**config.mk**
```make
export PLATFORM = sky130hd
export DESIGN_NAME = wave_meas
export DESIGN_NICKNAME = d
export VERILOG_FILES = /design/src/rtl/wave_meas_pkg.sv /design/src/rtl/wave_meas_cross.sv /design/src/rtl/wave_meas.sv
export SDC_FILE = /design/constraint.sdc
export NUM_CORES = 1
export LEC_CHECK = 0
export ABC_CLOCK_PERIOD_IN_PS = 11130
export CORE_MARGIN = 2
export CORE_UTILIZATION = 55
export CTS_BUF_LIST = sky130_fd_sc_hd__clkbuf_4 sky130_fd_sc_hd__clkbuf_8
export CTS_CLUSTER_SIZE = 12
export DETAILED_ROUTE_END_ITERATION = 6
export GPL_TIMING_DRIVEN = 0
export PLACE_DENSITY_LB_ADDON = 0.2
export SYNTH_ARGS = -nofsm -noshare
export SYNTH_HDL_FRONTEND = slang
export SYNTH_SLANG_ARGS = --single-unit
```
**constraint.sdc**
```tcl
create_clock -name clk_i -period 11.13 [get_ports clk_i]
set_input_delay 2.226 -clock clk_i [delete_from_list [all_inputs] [get_ports clk_i]]
set_output_delay 2.226 -clock clk_i [all_outputs]
set_load 0.05 [all_outputs]
```
**src/rtl/wave_meas_pkg.sv**
```systemverilog
// wave_meas_pkg: shared types and default constants for the waveform meter.
package wave_meas_pkg;

  typedef enum logic [1:0] {
    ST_IDLE,
    ST_ARM,
    ST_SYNC,
    ST_MEAS
  } state_e;

  localparam int DW_DEF   = 14;
  localparam int PW_DEF   = 24;
  localparam int MID_DEF  = 8192;
  localparam int HYST_DEF = 64;

  // Number of waveform cycles folded into one result in the averaging build.
  localparam int AVG_N     = 4;
  localparam int AVG_SHIFT = 2;

endpackage

```
**src/rtl/wave_meas_cross.sv**
```systemverilog
// wave_meas_cross: Schmitt-trigger flag with rising-crossing detect.
// The flag sets at MID+HYST, clears at MID-HYST, and only moves on strobed samples.
module wave_meas_cross #(
  parameter int DW   = 14,
  parameter int MID  = 8192,
  parameter int HYST = 64
) (
  input  logic          clk_i,
  input  logic          rst_i,
  input  logic          clr_i,
  input  logic          sample_valid_i,
  input  logic [DW-1:0] sample_i,
  output logic          hi_o,
  output logic          rise_o
);

  localparam logic [DW-1:0] RISE_LVL = DW'(MID + HYST);
  localparam logic [DW-1:0] FALL_LVL = DW'(MID - HYST);

  logic hi_q, hi_d;
  logic aboveRise, belowFall;

  assign aboveRise = (sample_i >= RISE_LVL);
  assign belowFall = (sample_i <= FALL_LVL);

  // Next flag value; set wins over clear so HYST=0 still yields a clean edge.
  always_comb begin
    hi_d = hi_q;
    if (clr_i) begin
      hi_d = 1'b0;
    end else if (sample_valid_i) begin
      if (aboveRise) begin
        hi_d = 1'b1;
      end else if (belowFall) begin
        hi_d = 1'b0;
      end
    end
  end

  // Flag register.
  always_ff @(posedge clk_i or posedge rst_i) begin
    if (rst_i) begin
      hi_q <= 1'b0;
    end else begin
      hi_q <= hi_d;
    end
  end

  assign hi_o   = hi_q;
  assign rise_o = hi_d & ~hi_q;

endmodule

```
**src/rtl/wave_meas.sv**
```systemverilog
// wave_meas: measures period, min/max and peak-to-peak of a periodic ADC waveform.
// Build option WAVE_MEAS_AVG_EN: each result covers AVG_N consecutive cycles
// (period averaged, extremes taken over the group).
module wave_meas
  import wave_meas_pkg::*;
#(
  parameter int DW   = DW_DEF,
  parameter int PW   = PW_DEF,
  parameter int MID  = MID_DEF,
  parameter int HYST = HYST_DEF
) (
  input  logic          clk_i,
  input  logic          rst_i,
  input  logic          en_i,
  input  logic          sample_valid_i,
  input  logic [DW-1:0] sample_i,
  output logic          meas_valid_o,
  output logic [PW-1:0] period_o,
  output logic [DW-1:0] amp_max_o,
  output logic [DW-1:0] amp_min_o,
  output logic [DW-1:0] p2p_o,
  output logic          timeout_o
);

  localparam logic [PW-1:0] CNT_MAX  = '1;
  localparam logic [DW-1:0] FALL_LVL = DW'(MID - HYST);

  state_e        state_q;
  logic [PW-1:0] count_q;
  logic [DW-1:0] min_q, max_q;

  logic          hi, rise, clr;
  logic [PW-1:0] count_d, periodRep;
  logic          satHit;
  logic [DW-1:0] min_d, max_d;

  // The flag is held low outside SYNC/MEAS so the first edge seen is a real one.
  assign clr = hi && ((state_q == ST_IDLE) || (state_q == ST_ARM));

  wave_meas_cross #(
    .DW  (DW),
    .MID (MID),
    .HYST(HYST)
  ) u_cross (
    .clk_i         (clk_i),
    .rst_i         (rst_i),
    .clr_i         (clr),
    .sample_valid_i(sample_valid_i),
    .sample_i      (sample_i),
    .hi_o          (hi),
    .rise_o        (rise)
  );

  // Saturating count, running extremes including the current sample, and the
  // period to report (forced to the ceiling when this sample saturates).
  always_comb begin
    count_d   = (count_q == CNT_MAX) ? count_q : count_q + PW'(1);
    satHit    = (count_d == CNT_MAX);
    min_d     = (sample_i < min_q) ? sample_i : min_q;
    max_d     = (sample_i > max_q) ? sample_i : max_q;
    periodRep = satHit ? CNT_MAX : count_q;
  end

`ifdef WAVE_MEAS_AVG_EN
  localparam int GW = $clog2(AVG_N);

  logic [GW-1:0] grp_q;
  logic [PW+1:0] sum_q, sum_d;
  logic [DW-1:0] gmin_q, gmax_q, gmin_d, gmax_d;

  // Group accumulators including the cycle that closes on this crossing.
  always_comb begin
    sum_d  = sum_q + {2'b00, periodRep};
    gmin_d = min_d;
    gmax_d = max_d;
    if (grp_q != '0) begin
      if (gmin_q < min_d) gmin_d = gmin_q;
      if (gmax_q > max_d) gmax_d = gmax_q;
    end
  end
`endif

  // Measurement FSM with registered results; en low always returns to IDLE.
  always_ff @(posedge clk_i or posedge rst_i) begin
    if (rst_i) begin
      state_q      <= ST_IDLE;
      count_q      <= '0;
      min_q        <= '0;
      max_q        <= '0;
      meas_valid_o <= 1'b0;
      period_o     <= '0;
      amp_max_o    <= '0;
      amp_min_o    <= '0;
      p2p_o        <= '0;
      timeout_o    <= 1'b0;
`ifdef WAVE_MEAS_AVG_EN
      grp_q        <= '0;
      sum_q        <= '0;
      gmin_q       <= '0;
      gmax_q       <= '0;
`endif
    end else begin
      meas_valid_o <= 1'b0;
      if (!en_i) begin
        state_q   <= ST_IDLE;
        timeout_o <= 1'b0;
`ifdef WAVE_MEAS_AVG_EN
        grp_q     <= '0;
        sum_q     <= '0;
`endif
      end else begin
        case (state_q)
          ST_IDLE: begin
            state_q <= ST_ARM;
`ifdef WAVE_MEAS_AVG_EN
            grp_q   <= '0;
            sum_q   <= '0;
`endif
          end
          ST_ARM: begin
`ifdef WAVE_MEAS_AVG_EN
            grp_q <= '0;
            sum_q <= '0;
`endif
            if (sample_valid_i && (sample_i <= FALL_LVL)) begin
              state_q <= ST_SYNC;
            end
          end
          ST_SYNC: begin
            if (rise) begin
              state_q <= ST_MEAS;
              count_q <= PW'(1);
              min_q   <= sample_i;
              max_q   <= sample_i;
            end
          end
          ST_MEAS: begin
            if (rise) begin
              count_q <= PW'(1);
              min_q   <= sample_i;
              max_q   <= sample_i;
`ifdef WAVE_MEAS_AVG_EN
              if (grp_q == GW'(AVG_N - 1)) begin
                meas_valid_o <= 1'b1;
                period_o     <= PW'(sum_d >> AVG_SHIFT);
                amp_min_o    <= gmin_d;
                amp_max_o    <= gmax_d;
                p2p_o        <= gmax_d - gmin_d;
                timeout_o    <= 1'b0;
                grp_q        <= '0;
                sum_q        <= '0;
              end else begin
                grp_q  <= grp_q + GW'(1);
                sum_q  <= sum_d;
                gmin_q <= gmin_d;
                gmax_q <= gmax_d;
              end
`else
              meas_valid_o <= 1'b1;
              period_o     <= periodRep;
              amp_min_o    <= min_d;
              amp_max_o    <= max_d;
              p2p_o        <= max_d - min_d;
              timeout_o    <= 1'b0;
`endif
            end else if (sample_valid_i) begin
              count_q <= count_d;
              if (satHit) begin
                timeout_o <= 1'b1;
                state_q   <= ST_ARM;
              end else begin
                min_q <= min_d;
                max_q <= max_d;
              end
            end
          end
          default: state_q <= ST_IDLE;
        endcase
      end
    end
  end

endmodule

```
==> results.toml, run 1 <==
[placement]
dp_hpwl_mm = 14.89
finalWeightedCongestion = 0.9634
numPortBuffers = 85
dp.cells = 1156

[drt]
routedWlPerCell_um = 17.07
finalWirelength_mm = 20.28
vias = 7020
ant_nets = 0
drt-vias-per-instance = 5.909
drc = 0
drt_iter0_markers = 780
dr.pass1.iters = 6

[power_and_ir_drop]
power.leakage_nw = 4.086
swShare = 0.4856
power_switching_w = 0.001242
p_comb_frac = 0.581
p_int_w = 0.001316
ir_worst_vdd_mv = 0.1310
p_clk_frac = 0.168
p_per_area_nw_per_um2 = 284.7
pwr-share-seq = 0.251

[cells_and_area]
fin_nets = 1058
final_cell_mix = "nand2_1, dfrtp_1, clkdlybuf4s50_1"
finish.utilization = 0.6785
area_growth_pct = 20.57
layout_commonest_cell = "nand2_1"
num_antenna_cells = 0
drive_above_1_share = 0.06126
stdcell_count = 1188

[grt]
antenna_found_initial = 0
grt_max_degree = 76
grt_pass1_wl_mm = 32.51
grtUsageTotal = 0.2890
overflow = 0
grt_pass1_vias = 6264

[floorplan]
std_cell_rows = 42
ios = 86
initial_core_util = 0.5627
core_um2 = 13240
die_h_um = 120.4
dieArea_um2 = 14500
die_w_um = 120.4

[sta]
fmax_mhz = 126.7
tightestPinTransition_ns = 0.7323
finalSetupTns_ns = 0
skew_ns = 0.009481
period_share = 0.7094
slew_headroom = 0.5067
rsz0062_at_grt = "no"
hold_violations = 0
setup_viol = 0
period_needed_ns = 7.895
slew_viol_final = 0

[critical_path]
crit_fanout = 10
startpoint_type = "input pin"
worst_path_largest_cell_delay_ns = 0.62
crit_path_start = "sample_i[8]"
critPathCaptureType = "flop"
critPathRequiredTime_ns = 11.45
r2r-start = "max_q[5]"
path_class = "in -> reg"
path_delay_family = "compound AO/OA/AOI/OAI gates"
crit_buf_inv = 5
critPathMostFrequentCell = "o21ai_1"
crit_slowest_cell = "clkdlybuf4s50_1"
cp.arrival_ns = 8.21
crit_chain = "clkdlybuf4s50_1 -> ha_1 -> nand2_1 -> nor2_1 -> o211ai_1 -> o21ai_0 -> clkbuf_1 -> clkbuf_1 -> buf_1 -> o21ai_0 -> ha_1 -> inv_1 -> fa_1 -> nand2b_1 -> o22ai_1 -> a2111oi_0 -> o21ai_1 -> o2111ai_1 -> a21oi_1 -> o21ai_1 -> xnor2_1 -> o21ai_1"

[clocking]
path_clk_slew_ns = 0.07
cts.sinks = 123
ctsHoldBuffers = 0
cts_buffer_depth = 2
htree_levels = 4
clock_latency_ns = 0.46
cts_resized = 0
postCtsSetupRepairBufs = 0
cts_root_buffer = "clkbuf_8"
cts_tree = "built"
cts_buffers = 17

[logic_synthesis]
ys_types = 66
ys_ff_latch = 123
yosysSeqAreaShare = 0.4130
syn-instance-count = 894
syn_area_um2 = 7452
synthFlopType = "dfrtp_1"
yosys_warnings = 0
synth_area_per_cell_um2 = 8.336
syn-num-nets = 953
synthArstFlopShare = 1.000
synth_edf_count = 0

[run]
maxCapViolCount = 0

[worst_hold_path]
hp-class = "reg -> reg"
min_from = "period_o[2]"

[status]
outcome = "finished clean"
[per-stage QoR]
step | area [um2] | worst slack (ns) | power [W] | hold WS, ns
2_1_floorplan | 7452 | 4.907 | 0.001677 | 0.4642
3_3_place_gp | 8523 | 3.129 | 0.002064 | 0.4514
3_5_place_dp | 8556 | 3.068 | 0.002091 | 0.4605
4_1_cts | 8985 | 3.497 | 0.002528 | 0.4768
5_1_grt | 8985 | 2.878 | 0.002729 | 0.5029
6_report | 8985 | 3.235 | 0.002558 | 0.4764
[cell type report]
type	count	area [um2]
Multi-Input combinational cell	672	3975
Sequential cell	123	3078
Fill cell	1139	4258
Buffer	53	226.5
Inverter	46	177.7
Clock inverter	10	138.9
Clock buffer	22	290.3
Tap cell	176	220.2
Timing Repair Buffer	86	878.3
[path summary, 6_finish.rpt]
path	to	slack, ns	depth (start not counted)
min in group asynchronous	period_o[20]	2.17	2
min	period_o[2]	0.48	2
max	p2p_o[10]	3.23	22
max in group asynchronous	min_q[3]	8.25	3
max reg2reg	p2p_o[12]	5.07	24
min reg2reg	period_o[2]	0.48	2
[power by group through the flow]
stage	clock network [W]	registers, W	logic, W
5_1_grt	0.000454	0.000658	0.00162
6_report	0.000428	0.000643	0.00149
2_1_floorplan	0	0.000823	0.000854
3_3_place_gp	0	0.000646	0.00142
3_5_place_dp	0	0.000651	0.00144
4_1_cts	0.000431	0.000642	0.00145
[cells in the mapped netlist (all sizes together) (9+ instances only)]
library cell | count | area, um2
clkbuf | 36 | 135.1
mux2i | 9 | 90.09
and3 | 9 | 56.30
ha | 40 | 500.5
dfrtp | 123 | 3078
nand2 | 212 | 800.8
a31oi | 12 | 75.07
a211oi | 18 | 135.1
nand3 | 23 | 120.1
buf | 17 | 91.34
nor2 | 48 | 182.7
mux2 | 13 | 146.4
o21ai | 106 | 530.5
nor3 | 10 | 66.32
inv | 46 | 172.7
a21oi | 50 | 257.8
a311oi | 11 | 102.6
xnor2 | 18 | 157.7
[tightest hold or removal path: stages (launching register included)]
cell	delay (ns)
dfrtp_1	0.35
nand2_1	0.05
nand2_1	0.05
[flip-flops by register name, summed over array words and instances (netlist names)]
register	count
timeout_o	1
amp_max_o	14
max_q	14
u_cross.hi_o	1
count_q	24
meas_valid_o	1
min_q	14
period_o	24
p2p_o	14
amp_min_o	14
state_q	2
[cells by family after synthesis]
kind of cell | share of synthesized area
AOI/OAI and AO/OA | 0.1996
xor gates and xnor gates | 0.03056
adders and majority gates | 0.07119
buffers and inverters | 0.05356
DFF | 0.4130
muxes | 0.03173
and+or+nand+nor | 0.2003
[per-layer routing]
metal,part of all wire,track usage
met1,0.46,0.4334
met3,0.098,0.06368
met5,0,0
met2,0.42,0.4124
met4,0.025,0.09956
Power figures use the tool's default switching activity.
==> run 2: changes to the inputs <==
Settings changed: ABC_CLOCK_PERIOD_IN_PS 11130 to 6400, CORE_UTILIZATION 55 to 53.
Clock period 11.13 ns to 6.4 ns, I/O delays scaled along.
==> run 2 against run 1 <==
Effect of this change:
- the run now ends with DRC left
- sequential share of layout area is essentially flat
- combinational power is 72% higher
- largest power group unchanged
- first-iteration DRC count down 9.4%
- wire length down 0.79%
- register-to-register slack worse by 3.9 ns
- highest routed layer unchanged
- clock power is 65% higher
- largest cell class unchanged
==> results.toml, run 2 (synthesis gave the netlist of run 1 again) <==
[status]
outcome = "finished with violations"
violations = "DRC"

[power_and_ir_drop]
finalPower_w = 0.004392
p_per_area_nw_per_um2 = 488.8
ir_worst_vdd_mv = 0.1989
power.leakage_nw = 4.094

[sta]
slew_viol_final = 0
setup_viol = 0
holdWs_ns = 0.4772
tightestPinTransition_ns = 0.6642
setup_ws_ns = 0.3199
fmax_mhz = 164.5
rsz0062_at_grt = "no"
slew_headroom = 0.5572
period_needed_ns = 6.080
period_share = 0.9500
hold_violations = 0
skew_ns = 0.007398

[cells_and_area]
area_growth_pct = 20.58
postLayoutCellArea_um2 = 8986
fin_nets = 1058
largestRegisters = "count_q (24), period_o (24)"
num_antenna_cells = 0
stdcell_count = 1192
final_cell_mix = "nand2_1, dfrtp_1, clkdlybuf4s50_1"
layout_commonest_cell = "nand2_1"
drive_above_1_share = 0.06917

[grt]
grt_pass1_wl_mm = 32.13
grtUsageTotal = 0.2798
antenna_found_initial = 0
overflow = 0
grt_pass1_vias = 5991
grt_max_degree = 86

[critical_path]
ff2ff_setup_slack_ns = 1.15
crit_fanout = 19
critPathRequiredTime_ns = 6.78
r2r_end = "p2p_o[12]"
r2r-start = "max_q[5]"
critPathCaptureType = "flop"
cp.arrival_ns = 6.46
r2r_cells = 24
path_class = "in -> reg"
startpoint_type = "input pin"

[drt]
drt-vias-per-instance = 5.742
dr.pass1.iters = 7
routedWlPerCell_um = 16.88
vias = 6845
drc = 1
finalWirelength_mm = 20.12
ant_nets = 0
drt_iter0_markers = 707

[clocking]
cts_tree = "built"
cts_buffer_depth = 2
htree_levels = 4
clock_latency_ns = 0.44
cts.sinks = 123
cts_root_buffer = "clkbuf_8"
ctsHoldBuffers = 0
cts_buffers = 17
path_clk_slew_ns = 0.07

[floorplan]
core_um2 = 13830
die_w_um = 122.6
ios = 86
std_cell_rows = 43
die_h_um = 122.6
initial_core_util = 0.5390
dieArea_um2 = 15020

[placement]
finalWeightedCongestion = 0.9512
dp.cells = 1160
dp_slack_ns = -0.7271
numPortBuffers = 85
dp_hpwl_mm = 14.75
place_area_um2 = 8561

[run]
maxCapViolCount = 0

[worst_hold_path]
holdPathStages = 2
holdPathEnd = "period_o[7]"
hp-class = "reg -> reg"
min_from = "period_o[7]"
run 2: cell count changes in the layout (fill, tap and decap cells not counted), moves of 2 or more:
| cell | before | now |
|---|---|---|
| a21oi_1 | 48 | 46 |
| a21oi_2 | 2 | 4 |
| buf_1 | 5 | 3 |
| buf_4 | 0 | 2 |
| clkbuf_1 | 36 | 32 |
| clkbuf_2 | 0 | 3 |
| clkinv_4 | 2 | 0 |
| o21ai_0 | 75 | 73 |
| o21ai_1 | 31 | 33 |
run 2: report_power, final:
part | internal (W) | switching, W | total, W
registers | 0.000972 | 0.000149 | 0.00112
logic | 0.000918 | 0.00165 | 0.00257
clock network | 0.000385 | 0.000321 | 0.000706
total | 0.00227 | 0.00212 | 0.00439
run 2: worst max-delay path: stages:
cell and delay (ns):
clkdlybuf4s50_1 0.71, ha_1 0.33, nand4_1 0.14, a21oi_1 0.06
o31ai_1 0.40, a21o_1 0.25, buf_2 0.26, clkbuf_4 0.35
nor2_1 0.09, a21oi_2 0.26, ha_1 0.20, inv_1 0.06
fa_1 0.50, nand2b_1 0.19, o22ai_1 0.10, a2111oi_0 0.08
o21ai_1 0.13, buf_4 0.15, o2111ai_1 0.16, a21oi_1 0.24
o21ai_1 0.14, a211o_1 0.31, nand3_1 0.08
run 2: routing by layer:
metal | vias up | routed length [um] | GRT usage
met5 | - | 0 | 0
met1 | 3201 | 9757 | 0.4357
li1 | 3342 | - | -
met4 | 0 | 414 | 0.1042
met2 | 272 | 8480 | 0.3899
met3 | 30 | 1463 | 0.04229
run 2: timing repair:
action | 4_1_cts | 5_1_grt
resized for setup | 2 | 9
setup buffers | 0 | 2
pin swaps | 0 | 1
endpoints found under the setup margin | 3 | 6
hold endpoints to repair | 0 | 0
run 2: worst max path at each step:
stage,slack (ns),startpoint,cells after the start,end
final,0.32,sample_i[5],23,p2p_o[12]
after global routing,0.05,sample_i[11],24,p2p_o[12]
after CTS,0.07,sample_i[5],22,p2p_o[12]
after detailed placement,-0.73,sample_i[5],23,p2p_o[12]
after global placement,-0.71,sample_i[5],23,p2p_o[12]
after floorplan,1.12,sample_i[5],22,p2p_o[12]
run 2: final cells by class:
| class | instances | area (um2) |
|---|---|---|
| Tap cell | 180 | 225.2 |
| Multi-Input combinational cell | 672 | 3983 |
| Buffer | 51 | 226.5 |
| Inverter | 46 | 177.7 |
| Timing Repair Buffer | 88 | 893.4 |
| Clock inverter | 10 | 112.6 |
| Sequential cell | 123 | 3078 |
| Fill cell | 1214 | 4841 |
| Clock buffer | 22 | 290.3 |
run 2: stage by stage:
step | setup TNS (ns) | utilization
detailed placement | -3.357 | 0.6191
CTS | 0 | 0.6482
global route | 0 | 0.6499
global placement | -2.966 | 0.6168
floorplan | 0 | -
finish | 0 | 0.6499
==> run 3: changes to the inputs <==
--- a/constraint.sdc
+++ b/constraint.sdc
@@ -3,2 +3,2 @@
 set_output_delay 1.28 -clock clk_i [all_outputs]
-set_load 0.05 [all_outputs]
+set_load 0.1 [all_outputs]
==> results of run 3 <==
Same layout as run 2 (identical final DEF). Status: finished with violations: DRC.
Main changes from that run: total power 0.004392 W -> 0.004759 W; worst IR drop on VDD 0.1989 mV -> 0.2173 mV
